--- config.mk ---
export PLATFORM = sky130hd
export DESIGN_NAME = scratchpad_arbiter
export DESIGN_NICKNAME = d
export VERILOG_FILES = /design/src/rtl/scratchpad_arbiter.sv
export SDC_FILE = /design/constraint.sdc
export NUM_CORES = 1
export LEC_CHECK = 0
export CAP_MARGIN = 20
export CORE_AREA = 2 2 84 86
export CTS_CLUSTER_DIAMETER = 150
export DETAILED_ROUTE_END_ITERATION = 16
export DIE_AREA = 0 0 86 88
export PLACE_DENSITY = 0.91
export SKIP_CTS_REPAIR_TIMING = 1
export SYNTH_ARGS = -nofsm -noshare
export SYNTH_HDL_FRONTEND = slang
export SYNTH_SLANG_ARGS = --single-unit
export TNS_END_PERCENT = 10
--- constraint.sdc ---
create_clock -name CLK -period 2.45 [get_ports CLK]
set_input_delay 0.49 -clock CLK [delete_from_list [all_inputs] [get_ports CLK]]
set_output_delay 0.49 -clock CLK [all_outputs]
set_load 0.05 [all_outputs]
--- src/rtl/scratchpad_arbiter.sv ---
// Shares a 1R/1W scratchpad between instruction fetch (read-only) and the data port.
// Reads are round-robin arbitrated; writes go straight to the write port.
module scratchpad_arbiter #(
  parameter int BITS         = 32,
  parameter int ADDRESS_BITS = 10
) (
  input  logic                    CLK,
  input  logic                    RSTb,
  input  logic                    i_req,
  input  logic [ADDRESS_BITS-1:0] i_addr,
  output logic                    i_gnt,
  output logic                    i_rvalid,
  output logic [BITS-1:0]         i_rdata,
  input  logic                    d_req,
  input  logic                    d_we,
  input  logic [ADDRESS_BITS-1:0] d_addr,
  input  logic [BITS-1:0]         d_wdata,
  input  logic [3:0]              d_wstrb,
  output logic                    d_gnt,
  output logic                    d_rvalid,
  output logic [BITS-1:0]         d_rdata,
  output logic [ADDRESS_BITS-1:0] ram_rd_addr,
  output logic [ADDRESS_BITS-1:0] ram_wr_addr,
  output logic [BITS-1:0]         ram_data_in,
  input  logic [BITS-1:0]         ram_data_out,
  output logic                    ram_WRb,
  output logic [3:0]              ram_wstrb
);

  typedef enum logic {RD_I = 1'b0, RD_D = 1'b1} rd_src_e;

  rd_src_e                   last_rd_q, last_rd_d;
  rd_src_e                   resp_sel_q, resp_sel_d;
  logic                      rvld_q, rvld_d;
  logic [ADDRESS_BITS-1:0]   rd_addr_q, rd_addr_d;

  logic wr_gnt, hazard, i_elig, d_elig, i_win, d_win;

  always_comb begin
    // Everything is gated by RSTb so nothing is granted while reset is held.
    wr_gnt = RSTb & d_req & d_we;
    // RAM read of an address being written returns stale data; hold fetch off a cycle.
    hazard = wr_gnt & (i_addr == d_addr);
    i_elig = RSTb & i_req & ~hazard;
    d_elig = RSTb & d_req & ~d_we;
    i_win  = i_elig & (~d_elig | (last_rd_q == RD_D));
    d_win  = d_elig & ~i_win;

    rd_addr_d  = rd_addr_q;
    last_rd_d  = last_rd_q;
    resp_sel_d = resp_sel_q;
    if (i_win) begin
      rd_addr_d  = i_addr;
      last_rd_d  = RD_I;
      resp_sel_d = RD_I;
    end else if (d_win) begin
      rd_addr_d  = d_addr;
      last_rd_d  = RD_D;
      resp_sel_d = RD_D;
    end
    rvld_d = i_win | d_win;

    i_gnt       = i_win;
    d_gnt       = d_win | wr_gnt;
    ram_rd_addr = rd_addr_d;
    ram_wr_addr = d_addr;
    ram_data_in = d_wdata;
    ram_WRb     = ~wr_gnt;
    ram_wstrb   = wr_gnt ? d_wstrb : 4'b0000;

    i_rvalid = rvld_q & (resp_sel_q == RD_I);
    d_rvalid = rvld_q & (resp_sel_q == RD_D);
    i_rdata  = ram_data_out;
    d_rdata  = ram_data_out;
  end

  always_ff @(posedge CLK or negedge RSTb) begin
    if (!RSTb) begin
      last_rd_q  <= RD_D;
      resp_sel_q <= RD_I;
      rvld_q     <= 1'b0;
      rd_addr_q  <= '0;
    end else begin
      last_rd_q  <= last_rd_d;
      resp_sel_q <= resp_sel_d;
      rvld_q     <= rvld_d;
      rd_addr_q  <= rd_addr_d;
    end
  end

endmodule

==> impl_table.tex, run 1 <==
\begin{tabular}{lr}
\hline
Metric & Value \\
\hline
\multicolumn{2}{l}{\textbf{Hold path}} \\
\quad Worst min-delay path class & in -> async \\
\multicolumn{2}{l}{\textbf{Logic synthesis}} \\
\quad Number of enable-type register cells in the synthesized netlist & 0 \\
\quad Synth cell types & 22 \\
\quad Syn\_area\_per\_cell & about 8.4 sq um \\
\quad Post-synthesis cell count & between 150 and 200 \\
\quad Number of nets in the synthesized netlist & about 290 \\
\quad Area of the mapped netlist & 0.001624 sq mm \\
\quad Sequential-to-total area share from yosys stat & 20.11\% \\
\quad Proportion of synthesized flip-flops having asynchronous set or reset & 100.0\% \\
\quad Post-synthesis register bit count & 13 \\
\quad Most common flop cell mapped by yosys & sky130\_fd\_sc\_hd\_\_dfrtp\_1 \\
\quad Synthesis warning total & 0 \\
\multicolumn{2}{l}{\textbf{Route}} \\
\quad DRT Wirelength & 3717 um \\
\quad Average wire length per cell after detail routing & around 15 um \\
\quad DR iter-0 viols & 28 \\
\quad Total vias in the final route & a little over 1k \\
\quad Drc violations & 0 \\
\quad Per-cell via count in the routed design & slightly above 4 \\
\quad Number of optimization iterations in the first detailed-route pass & 4 \\
\quad Number of nets with antenna violations after routing & 0 \\
\multicolumn{2}{l}{\textbf{Status}} \\
\quad Failing checks & negative setup slack \\
\quad Status & finished with violations \\
\multicolumn{2}{l}{\textbf{Pwr}} \\
\quad Internal Dissipation & approximately 640 uW \\
\quad Seq pwr share & 25.5\% \\
\quad Leakage Power & 0.9725 nW \\
\quad Combinational group share of total power & 55.1\% \\
\quad Worst-case vdd ir drop & 0.2540 mV \\
\quad Psw & 389.7 uW \\
\quad Fraction of power spent switching nets & 37.83\% \\
\quad Part of the power in the clock network & 19.3\% \\
\quad Areal power density over the cells & 535.1 mW/mm\^{}2 \\
\multicolumn{2}{l}{\textbf{Global route}} \\
\quad Gr ovfl total & 0 \\
\quad Vias in the first global route & 1120 \\
\quad Fraction of met1 tracks used by global routing & under 10\% \\
\quad Most Crowded Layer GR & met2 \\
\quad Wire length of the first global-routing pass & 5416 um \\
\quad Global routing usage on met2 & 15.50\% \\
\quad Number of antenna violations at the first check in global routing & 0 \\
\quad Maximum number of pins on one net before global-route repair & 17 \\
\quad Total global-route track usage & 9.266\% \\
\quad Met3 capacity usage during global routing & 2.545\% \\
\multicolumn{2}{l}{\textbf{Clock network}} \\
\quad H-tree lvl count & 1 \\
\quad Clk sinks & 13 \\
\quad Clock transition at path regs & 0.06 ns \\
\quad Buffer levels on the longest clock path & 2 \\
\quad Inserted Clock Buffers & 3 \\
\quad TritonCTS clock tree & built \\
\quad CTS root buf & sky130\_fd\_sc\_hd\_\_clkbuf\_8 \\
\quad Clock latency on the worst-skew pair & 0.24 ns \\
\multicolumn{2}{l}{\textbf{STA}} \\
\quad Worst relative slew slack & 67.12\% \\
\quad Clock Skew & $\sim$0.0040 ns \\
\quad Clock period minus worst slack & 2.712 ns \\
\quad Worst Hold Margin & 0.2392 ns \\
\quad Number of slew-limit violations in the final report & 0 \\
\quad Number of failing hold endpoints at the final stage & 0 \\
\quad Slew @ Worst Pin & 0.4916 ns \\
\quad Max frequency & 368.7 MHz \\
\quad Final WS setup & -0.2621 ns \\
\quad Setup repair after global routing missed its margin & yes \\
\quad Finish-stage setup viols & 10 \\
\quad Final period util & 110.7\% \\
\multicolumn{2}{l}{\textbf{Worst setup path}} \\
\quad Worst r2r src & last\_rd\_q \\
\quad Slowest cell on crit path & sky130\_fd\_sc\_hd\_\_clkdlybuf4s50\_1 \\
\quad Sort of element at the start of the critical path & primary input \\
\quad Worst Path Max Fanout & 5 \\
\quad Register-to-Register Path Depth & 4 \\
\quad Setup slack on the worst flop-to-flop path & 0.99 ns \\
\quad Arrival time at the worst endpoint & around 2.2 ns \\
\quad Worst setup endpoint & ram\_rd\_addr[8] \\
\quad Critical Path Start & d\_addr[0] \\
\quad Critical path type & in -> out \\
\quad Capturing element type of the critical path & output port \\
\quad Maximum cell stage delay along the critical path & $\sim$0.53 ns \\
\quad Reg2reg end & rd\_addr\_q[6] \\
\quad Required time of the worst setup path & 1.96 ns \\
\quad Cells traversed along the worst timing path & clkdlybuf4s50\_1 -> xnor2\_1 -> nand4\_1 -> o21ai\_4 -> buf\_6 -> mux2\_4 -> buf\_12 \\
\multicolumn{2}{l}{\textbf{Finish}} \\
\quad Post-synthesis to final-layout area growth & 18.57\% \\
\quad Ratio of cells with drive above 1 in the final layout & 46.15\% \\
\quad Commonest non-fill, non-tap cells in the layout & sky130\_fd\_sc\_hd\_\_nand2\_1 (31), sky130\_fd\_sc\_hd\_\_buf\_4 (28), sky130\_fd\_sc\_hd\_\_clkdlybuf4s50\_1 (17), sky130\_fd\_sc\_hd\_\_buf\_12 (15), sky130\_fd\_sc\_hd\_\_dfrtp\_1 (12) \\
\quad Most common library cell in the layout ignoring fill and taps & sky130\_fd\_sc\_hd\_\_nand2\_1 \\
\quad Final net count & 263 \\
\quad Final standard cell count with taps included and fillers excluded & approximately 250 \\
\quad Inserted Diodes & 0 \\
\multicolumn{2}{l}{\textbf{Placed design}} \\
\quad Gp weighted congestion & 0.6798 \\
\quad Final HPWL from detailed placement & between 3000 and 4000 um \\
\quad \# port buffers & 57 \\
\quad Number of placed cells counting well taps & between 200 and 250 \\
\multicolumn{2}{l}{\textbf{Floorplan}} \\
\quad Die height & between 80 and 90 um \\
\quad Full die area & roughly 0.0076 sq mm \\
\quad Number of core rows & 30 \\
\quad Die Width & $\sim$86 um \\
\quad Io pins & between 200 and 250 \\
\quad Effective utilization at floorplan & about a quarter \\
\quad Placeable core area & 0.006644 sq mm \\
\multicolumn{2}{l}{\textbf{Job}} \\
\quad Number of max-cap violations & 0 \\
\hline
\end{tabular}
==> synth_stat cells (2+ instances only) <==
cell                       count  area (sq um)
sky130_fd_sc_hd__and2_1        5         31.28
sky130_fd_sc_hd__nand4_1       2         12.51
sky130_fd_sc_hd__o21a_1        2         15.01
sky130_fd_sc_hd__buf_4       106         795.8
sky130_fd_sc_hd__mux2_4        6         90.09
sky130_fd_sc_hd__mux2_2        4         45.04
sky130_fd_sc_hd__xor2_1        4         35.03
sky130_fd_sc_hd__xnor2_1       6         52.55
sky130_fd_sc_hd__dfrtp_1      12         300.3
sky130_fd_sc_hd__inv_1         3         11.26
sky130_fd_sc_hd__nand2_1      31         116.4
sky130_fd_sc_hd__clkbuf_1      2         7.510
==> logic make-up after synthesis <==
logic type / count (synthesis) / synth area share (%)
AND/OR/NAND/NOR: 43 / 11.94
XOR/XNOR: 10 / 5.393
multiplexers: 10 / 8.321
flip-flops: 13 / 20.11
buffers and inverters: 112 / 51.39
AO/OA/AOI/OAI: 5 / 2.850
==> power groups by stage <==
stage               registers [mW]  clock network [mW]  logic (mW)
floorplan                    0.264                   0       0.717
global placement             0.266                   0       0.527
detailed placement           0.268                   0       0.533
CTS                          0.264               0.212       0.535
global route                 0.268               0.223       0.596
finish                       0.263               0.199       0.568
==> worst min path at each step <==
| stage | start | end | slack [ns] | cells after the start |
|---|---|---|---|---|
| global placement | resp_sel_q | resp_sel_q | 0.52 | 1 |
| finish | RSTb | rd_addr_q[8] | 0.24 | 2 |
| detailed placement | last_rd_q | last_rd_q | 0.53 | 1 |
| CTS | last_rd_q | last_rd_q | 0.54 | 1 |
| global route | RSTb | resp_sel_q | 0.25 | 2 |
| floorplan | RSTb | rd_addr_q[0] | 0.19 | 0 |
==> sequential cells by signal (all words and copies together), names as in the netlist <==
name	cells
rd_addr_q	10
resp_sel_q	1
last_rd_q	1
rvld_q	1
==> metal layers <==
metal	part of all wire, %	vias to the layer above
met3	9.9	44
li1	-	444
met5	0	-
met2	48	71
met4	7.8	0
met1	34	460
==> critical path, delay by kind of cell <==
| kind | cells | cell delay [ns] |
|---|---|---|
| buffers and inverters | 3 | 0.84 |
| multiplexers | 1 | 0.32 |
| AO/OA/AOI/OAI | 1 | 0.26 |
| AND/OR/NAND/NOR | 1 | 0.16 |
| XOR/XNOR | 1 | 0.15 |
==> cell type report <==
class | instances | area (sq um)
Fill cell | 682 | 4718
Timing Repair Buffer | 81 | 932.1
Multi-Input combinational cell | 68 | 509.2
Sequential cell | 13 | 326.6
Tap cell | 80 | 100.1
Clock buffer | 3 | 41.29
Inverter | 3 | 11.26
Clock inverter | 1 | 5.005
==> through the flow <==
| stage | worst slack, ns | total power [mW] | cell area (sq um) | TNS (ns) | util (%) |
|---|---|---|---|---|---|
| floorplan | 0.1455 | 0.9809 | 1624 | 0 | - |
| detailed placement | -0.6624 | 0.8010 | 1777 | -7.630 | 26.74 |
| CTS | -0.6686 | 1.011 | 1823 | -6.749 | 27.44 |
| global route | -0.3241 | 1.087 | 1926 | -3.223 | 28.98 |
| finish | -0.2621 | 1.030 | 1926 | -2.545 | 28.98 |
| global placement | -0.6786 | 0.7937 | 1777 | -8.112 | 26.74 |
Power figures use the tool's default switching activity.
==> inputs of run 2 (changes only) <==
--- a/config.mk
+++ b/config.mk
@@ -5,8 +5,9 @@
 export SDC_FILE = /design/constraint.sdc
 export NUM_CORES = 1
 export LEC_CHECK = 0
-export CAP_MARGIN = 20
+export CAP_MARGIN = 25
 export CORE_AREA = 2 2 84 86
+export CTS_BUF_LIST = sky130_fd_sc_hd__clkbuf_8 sky130_fd_sc_hd__clkbuf_16
 export CTS_CLUSTER_DIAMETER = 150
 export DETAILED_ROUTE_END_ITERATION = 16
 export DIE_AREA = 0 0 86 88
==> results of run 2 <==
No change in the layout: final DEF, timing and power equal those of run 1.
==> inputs of run 3 (changes only) <==
--- a/config.mk
+++ b/config.mk
@@ -5,13 +5,16 @@
 export SDC_FILE = /design/constraint.sdc
 export NUM_CORES = 1
 export LEC_CHECK = 0
+export ABC_AREA = 1
 export CAP_MARGIN = 25
-export CORE_AREA = 2 2 84 86
+export CORE_AREA = 2 2 85 87
 export CTS_BUF_LIST = sky130_fd_sc_hd__clkbuf_8 sky130_fd_sc_hd__clkbuf_16
 export CTS_CLUSTER_DIAMETER = 150
 export DETAILED_ROUTE_END_ITERATION = 16
-export DIE_AREA = 0 0 86 88
-export PLACE_DENSITY = 0.91
+export DIE_AREA = 0 0 87 89
+export GPL_TIMING_DRIVEN = 0
+export PLACE_DENSITY = 0.9
+export REMOVE_ABC_BUFFERS = 1
 export SKIP_CTS_REPAIR_TIMING = 1
 export SYNTH_ARGS = -nofsm -noshare
 export SYNTH_HDL_FRONTEND = slang
==> run 3 against run 2 <==
The flow now finishes without violations. Utilization down 1.4 points. Clock-buffer cell count unchanged. Via count up 37%. Combinational power down 20%. Sequential power down 2%. Total power down 12%. Sequential cell count unchanged. Critical path type unchanged. Critical endpoint is now ram_rd_addr[1].
==> impl_table.tex, run 3 <==
\begin{tabular}{lr}
\hline
Metric & Value \\
\hline
\multicolumn{2}{l}{\textbf{STA}} \\
\quad Worst relative slew slack & 57.59\% (-9.5 points) \\
\quad Final period util & 99.69\% (-11 points) \\
\quad Clock Skew & 0.005723 ns (+0.001708 ns) \\
\quad Setup repair after global routing missed its margin & yes \\
\quad Final WS setup & 0.007586 ns (+0.2697 ns) \\
\quad Finish-stage setup viols & 0 (-10) \\
\quad Slew @ Worst Pin & 0.6352 ns (+0.1435 ns) \\
\quad Max frequency & 409.4 MHz (+11\%) \\
\quad Clock period minus worst slack & 2.442 ns (-0.2697 ns) \\
\quad Number of failing hold endpoints at the final stage & 0 (unchanged) \\
\quad Summed negative setup slack over all endpoints & 0 ns (+2.545 ns) \\
\quad Number of slew-limit violations in the final report & 0 (unchanged) \\
\multicolumn{2}{l}{\textbf{Worst setup path}} \\
\quad Critical path type & in -> out \\
\quad Cells traversed along the worst timing path & clkdlybuf4s50\_1 -> xor2\_1 -> nor2\_2 -> nand3\_4 -> buf\_6 -> nand3\_1 -> nand2\_1 -> clkbuf\_4 \\
\quad Worst Path Max Fanout & 6 (+1) \\
\quad Capturing element type of the critical path & output port \\
\quad Slowest cell on crit path & sky130\_fd\_sc\_hd\_\_clkdlybuf4s50\_1 \\
\quad Sort of element at the start of the critical path & primary input \\
\quad Setup slack on the worst flop-to-flop path & 0.92 ns (-0.07 ns) \\
\quad Required time of the worst setup path & 1.96 ns (about the same) \\
\quad Arrival time at the worst endpoint & 1.95 ns (-0.27 ns) \\
\quad Maximum cell stage delay along the critical path & 0.50 ns (-0.03 ns) \\
\multicolumn{2}{l}{\textbf{Global route}} \\
\quad Total global-route track usage & 28.76\% (+19 points) \\
\quad Number of antenna violations at the first check in global routing & 0 (unchanged) \\
\quad Vias in the first global route & 1321 (+18\%) \\
\quad Wire length of the first global-routing pass & 13770 um (+150\%) \\
\quad Maximum number of pins on one net before global-route repair & 19 (+2) \\
\quad Gr ovfl total & 0 (unchanged) \\
\multicolumn{2}{l}{\textbf{Route}} \\
\quad Met3 wirelength from detailed routing & 2925 um (+700\%) \\
\quad Drc violations & 0 (unchanged) \\
\quad Total vias in the final route & 1393 (+37\%) \\
\quad Per-cell via count in the routed design & 4.787 (+17\%) \\
\quad Number of nets with antenna violations after routing & 0 (unchanged) \\
\quad DRT Wirelength & 11930 um (+220\%) \\
\quad Average wire length per cell after detail routing & 41.01 um (+170\%) \\
\quad Routed met2 length & 5648 um (+220\%) \\
\quad DR iter-0 viols & 113 (+300\%) \\
\quad Number of optimization iterations in the first detailed-route pass & 4 (unchanged) \\
\quad Met1 layer wirelength in the final routing & 2543 um (+99\%) \\
\quad Uppermost routed layer & met5 \\
\multicolumn{2}{l}{\textbf{Placed design}} \\
\quad \# port buffers & 57 (unchanged) \\
\quad Gp weighted congestion & 0.8932 (+31\%) \\
\quad Post-Place Worst Slack & -2.020 ns (-1.357 ns) \\
\quad Final HPWL from detailed placement & 10460 um (+250\%) \\
\multicolumn{2}{l}{\textbf{Finish}} \\
\quad Most common library cell in the layout ignoring fill and taps & sky130\_fd\_sc\_hd\_\_nand2\_1 \\
\quad Inserted Diodes & 0 (unchanged) \\
\quad Register with the highest flop count & rd\_addr\_q \\
\quad Commonest non-fill, non-tap cells in the layout & sky130\_fd\_sc\_hd\_\_nand2\_1 (57), sky130\_fd\_sc\_hd\_\_dlymetal6s2s\_1 (27), sky130\_fd\_sc\_hd\_\_inv\_1 (24), sky130\_fd\_sc\_hd\_\_clkdlybuf4s50\_1 (18), sky130\_fd\_sc\_hd\_\_dfrtp\_1 (12) \\
\quad Post-synthesis to final-layout area growth & 8.565\% \\
\quad Ratio of cells with drive above 1 in the final layout & 20.85\% (-25 points) \\
\quad Max FFs per register & 10 (unchanged) \\
\quad Final net count & 305 (+16\%) \\
\multicolumn{2}{l}{\textbf{Floorplan}} \\
\quad Placeable core area & 0.006719 sq mm (+1.1\%) \\
\quad Full die area & 0.007743 sq mm (+2.3\%) \\
\quad Io pins & 218 (unchanged) \\
\quad Die height & 89 um (+1.1\%) \\
\quad Effective utilization at floorplan & 25.44\% (+0.99 points) \\
\quad Die Width & 87 um (+1.2\%) \\
\quad Number of core rows & 30 (unchanged) \\
\multicolumn{2}{l}{\textbf{Logic synthesis}} \\
\quad Proportion of synthesized flip-flops having asynchronous set or reset & 100.0\% (unchanged) \\
\quad Synthesis warning total & 0 (unchanged) \\
\quad Number of enable-type register cells in the synthesized netlist & 0 (unchanged) \\
\quad Syn\_area\_per\_cell & 6.809 sq um (-19\%) \\
\quad Area of the mapped netlist & 0.001709 sq mm (+5.2\%) \\
\quad Most common flop cell mapped by yosys & sky130\_fd\_sc\_hd\_\_dfrtp\_1 \\
\quad Proportion of netlist area held by the largest area contributor & 46.56\% (-2.4 points) \\
\quad Synth top area cells & sky130\_fd\_sc\_hd\_\_buf\_4 (47\%), sky130\_fd\_sc\_hd\_\_dfrtp\_1 (18\%), sky130\_fd\_sc\_hd\_\_nand2\_1 (14\%) \\
\quad Post-synthesis cell count & 251 (+30\%) \\
\quad Synth area leader & sky130\_fd\_sc\_hd\_\_buf\_4 \\
\quad Sequential-to-total area share from yosys stat & 19.11\% (-1.0 points) \\
\quad Post-synthesis register bit count & 13 (unchanged) \\
\quad Synth cell types & 18 (-18\%) \\
\quad Count leader, synth & sky130\_fd\_sc\_hd\_\_buf\_4 \\
\quad Top cell types by occurrence after synthesis & sky130\_fd\_sc\_hd\_\_buf\_4 (106), sky130\_fd\_sc\_hd\_\_nand2\_1 (64), sky130\_fd\_sc\_hd\_\_inv\_1 (23), sky130\_fd\_sc\_hd\_\_nor2\_1 (13), sky130\_fd\_sc\_hd\_\_dfrtp\_1 (12) \\
\multicolumn{2}{l}{\textbf{Clock network}} \\
\quad TritonCTS clock tree & built \\
\quad Clk sinks & 13 (unchanged) \\
\quad Buffer levels on the longest clock path & 2 (unchanged) \\
\quad Inserted Clock Buffers & 3 (unchanged) \\
\quad Clock latency on the worst-skew pair & 0.24 ns (about the same) \\
\quad H-tree lvl count & 1 (unchanged) \\
\quad Clock transition at path regs & 0.06 ns (about the same) \\
\quad CTS root buf & sky130\_fd\_sc\_hd\_\_clkbuf\_8 \\
\multicolumn{2}{l}{\textbf{Pwr}} \\
\quad Areal power density over the cells & 488.2 mW/mm\^{}2 (-8.8\%) \\
\quad Leakage Power & 1.176 nW (+21\%) \\
\quad Worst-case vdd ir drop & 0.2434 mV (-4.2\%) \\
\multicolumn{2}{l}{\textbf{Status}} \\
\quad Status & completed \\
\multicolumn{2}{l}{\textbf{Hold path}} \\
\quad Worst min-delay path class & in -> async \\
\multicolumn{2}{l}{\textbf{Job}} \\
\quad Number of max-cap violations & 0 (unchanged) \\
\hline
\end{tabular}
==> run 3: final cells by class <==
type	count	area [sq um]
fillers	707	4863
well taps	80	100.1
clock inverters	1	3.754
inverters	24	90.09
clock buffers	3	41.29
multi-input cells	105	549.3
flip-flops and latches	13	326.6
repair buffers	65	744.5
==> run 3: worst paths after layout <==
path | from | endpoint | cells past startpoint
setup / recovery | i_addr[8] | ram_rd_addr[1] | 8
min in group CLK | last_rd_q | last_rd_q | 2
hold reg to reg | last_rd_q | last_rd_q | 2
setup reg to reg | last_rd_q | rd_addr_q[2] | 8
max in group asynchronous | RSTb | last_rd_q | 1
hold / removal | RSTb | resp_sel_q | 1
==> run 3: per-stage QoR <==
step	cells	hold WS, ns	utilization [%]	cell area (sq um)	total power, mW
after floorplan	141	0.1944	-	880.8	0.4729
after global placement	278	0.4992	23.09	1551	0.6613
after detailed placement	278	0.5061	23.09	1551	0.6678
after CTS	282	0.5151	23.76	1597	0.8661
after global routing	291	0.06312	27.62	1856	0.9556
final	291	0.06438	27.62	1856	0.9058
==> run 3: report_power, final <==
group / internal, mW / leakage, nW / switching [mW]
clock: 0.111 / 0.0269 / 0.0832
combinational: 0.167 / 0.989 / 0.286
sequential: 0.247 / 0.160 / 0.0120
total: 0.525 / 1.18 / 0.381
==> run 3: cell families (layout without fill, tap and decap cells) <==
| family | after synthesis | count (layout) | synth area share (%) |
|---|---|---|---|
| AO/OA/AOI/OAI | 9 | 9 | 3.587 |
| XOR/XNOR | 4 | 4 | 2.050 |
| buffers and inverters | 134 | 93 | 53.73 |
| flip-flops | 13 | 13 | 19.11 |
| AND/OR/NAND/NOR | 91 | 92 | 21.52 |
==> run 3: per-layer routing <==
metal | vias to the layer above | GRT usage [%]
met5 | - | 7.143
met4 | 2 | 17.90
met3 | 30 | 34.44
met2 | 210 | 47.81
met1 | 586 | 16.10
li1 | 565 | -
==> run 3: critical path: cells and delay by family <==
kind / cells / cell delay [ns]
xor gates and xnor gates: 1 / 0.18
buffers and inverters: 3 / 0.88
and+or+nand+nor: 4 / 0.40
==> RTL change (config.mk and constraints of run 3) <==
Make the reset (`RSTb`) synchronous in one clocked block.
--- a/src/rtl/scratchpad_arbiter.sv
+++ b/src/rtl/scratchpad_arbiter.sv
@@ -75,5 +75,5 @@
   end
 
-  always_ff @(posedge CLK or negedge RSTb) begin
+  always_ff @(posedge CLK) begin
     if (!RSTb) begin
       last_rd_q  <= RD_D;
Formal check against the unedited RTL: differs if RSTb is asserted again (counterexample within 4 cycles, from zero or initial values and one cycle with RSTb low); with RSTb held inactive, the same outputs for 10 cycles.
==> RTL change against run 3 <==
Register-to-register slack gained 0.16 ns; setup slack better by 0.051 ns; sequential cell count unchanged; sequential share of layout area decreased by 4.1 points; routed wire length is 1.2% higher; first-iteration DRC count is 12% higher; area after synthesis fell by 0.88%; design area up 3.7%; count of clock-buffer cells in the layout stayed put; power is 13% lower; largest power group unchanged.
==> RTL change: results (changes against run 3) <==
status=complete, no violations; async set or reset register ratio after synthesis=0 (-1.00); Synth area leaders=buf_4, dfxtp_1, nand2_1, inv_1, a21oi_1; global-route wire length before repair=13800 um (+0.40%); Comb pwr share=0.463 (-0.037); hold_ws=0.527 ns (+0.463 ns); met3 Use GR=0.371 (+0.0268); DP HPWL=10700 um (+2.1%); Most used DFF post-synth=dfxtp_1; post-layout min period=2.39 ns (-0.0510 ns); worst reg2reg setup slack=1.08 ns (+0.16 ns); met2 GRT Util=0.466 (-0.0125); Placed Area=1540 um2 (-0.97%); Worst Path Max Fanout=7 (+1); end point of the critical path=ram_rd_addr[9]; Syn Inst Count=262 (+4.4%); sw frac=0.400 (-0.0206); RR Endpoint=rd_addr_q[0]$_SDFF_PN0_; R2R Path Start=last_rd_q$_SDFFE_PN1P_; Avg Vias per Cell=4.88 (+1.9%); worst hold path class=reg -> reg; fin cells=303 (+4.1%); r2r worst-path depth=7 (-1); Seq/Total Area, Yosys=0.154 (-0.0374); clock skew=0.00363 ns (-0.00209 ns); PD cells=411 nW/um2 (-16%); DP Worst Slack=-1.37 ns (+0.646 ns); vias in the first global route=1313 (-0.61%); 1st-iter DRT viols=126 (+12%); routed length on met2=5670 um (+0.44%); DP Cell Count=289 (+4.0%); Post-Route WL=12100 um (+1.2%); relative slew slack=0.584 (+0.00767); worst setup path startpoint=RSTb; gpl congestion=0.999 (+12%); share of cells above drive strength 1=0.257 (+0.0482)
-- RTL change: changes by cell type after synthesis, sizes merged --
cell / delta
dfxtp: +13
dfrtp: -12
a21oi: +11
nor2: -3
clkinv: +1
dfstp: -1
nand2: +1
o21ai: +1
-- RTL change: area by class of cell --
cell class | count | area (um2)
antenna | 1 | 2.50
inverter | 25 | 93.8
sequential | 13 | 260
timing repair buffer | 65 | 756
fill | 709 | 4790
multi-input combinational | 115 | 667
tap | 80 | 100
clock buffer | 3 | 41.3
clock inverter | 1 | 3.75
-- RTL change: worst max-delay path, stage by stage --
cell and delay (ns):
dlymetal6s2s_1 0.23, nand2_2 0.14, nor2_4 0.13, nand2_2 0.08, nor2_4 0.15, nand3_4 0.18
nand2_8 0.17, nand2_2 0.08, nand2_2 0.09, buf_6 0.16
-- RTL change: cell families after synthesis --
kind of cell	Yosys count	synth area share
compound gates	21	0.0716
xor+xnor	4	0.0207
buf+inv	135	0.544
simple gates	89	0.210
flops	13	0.154
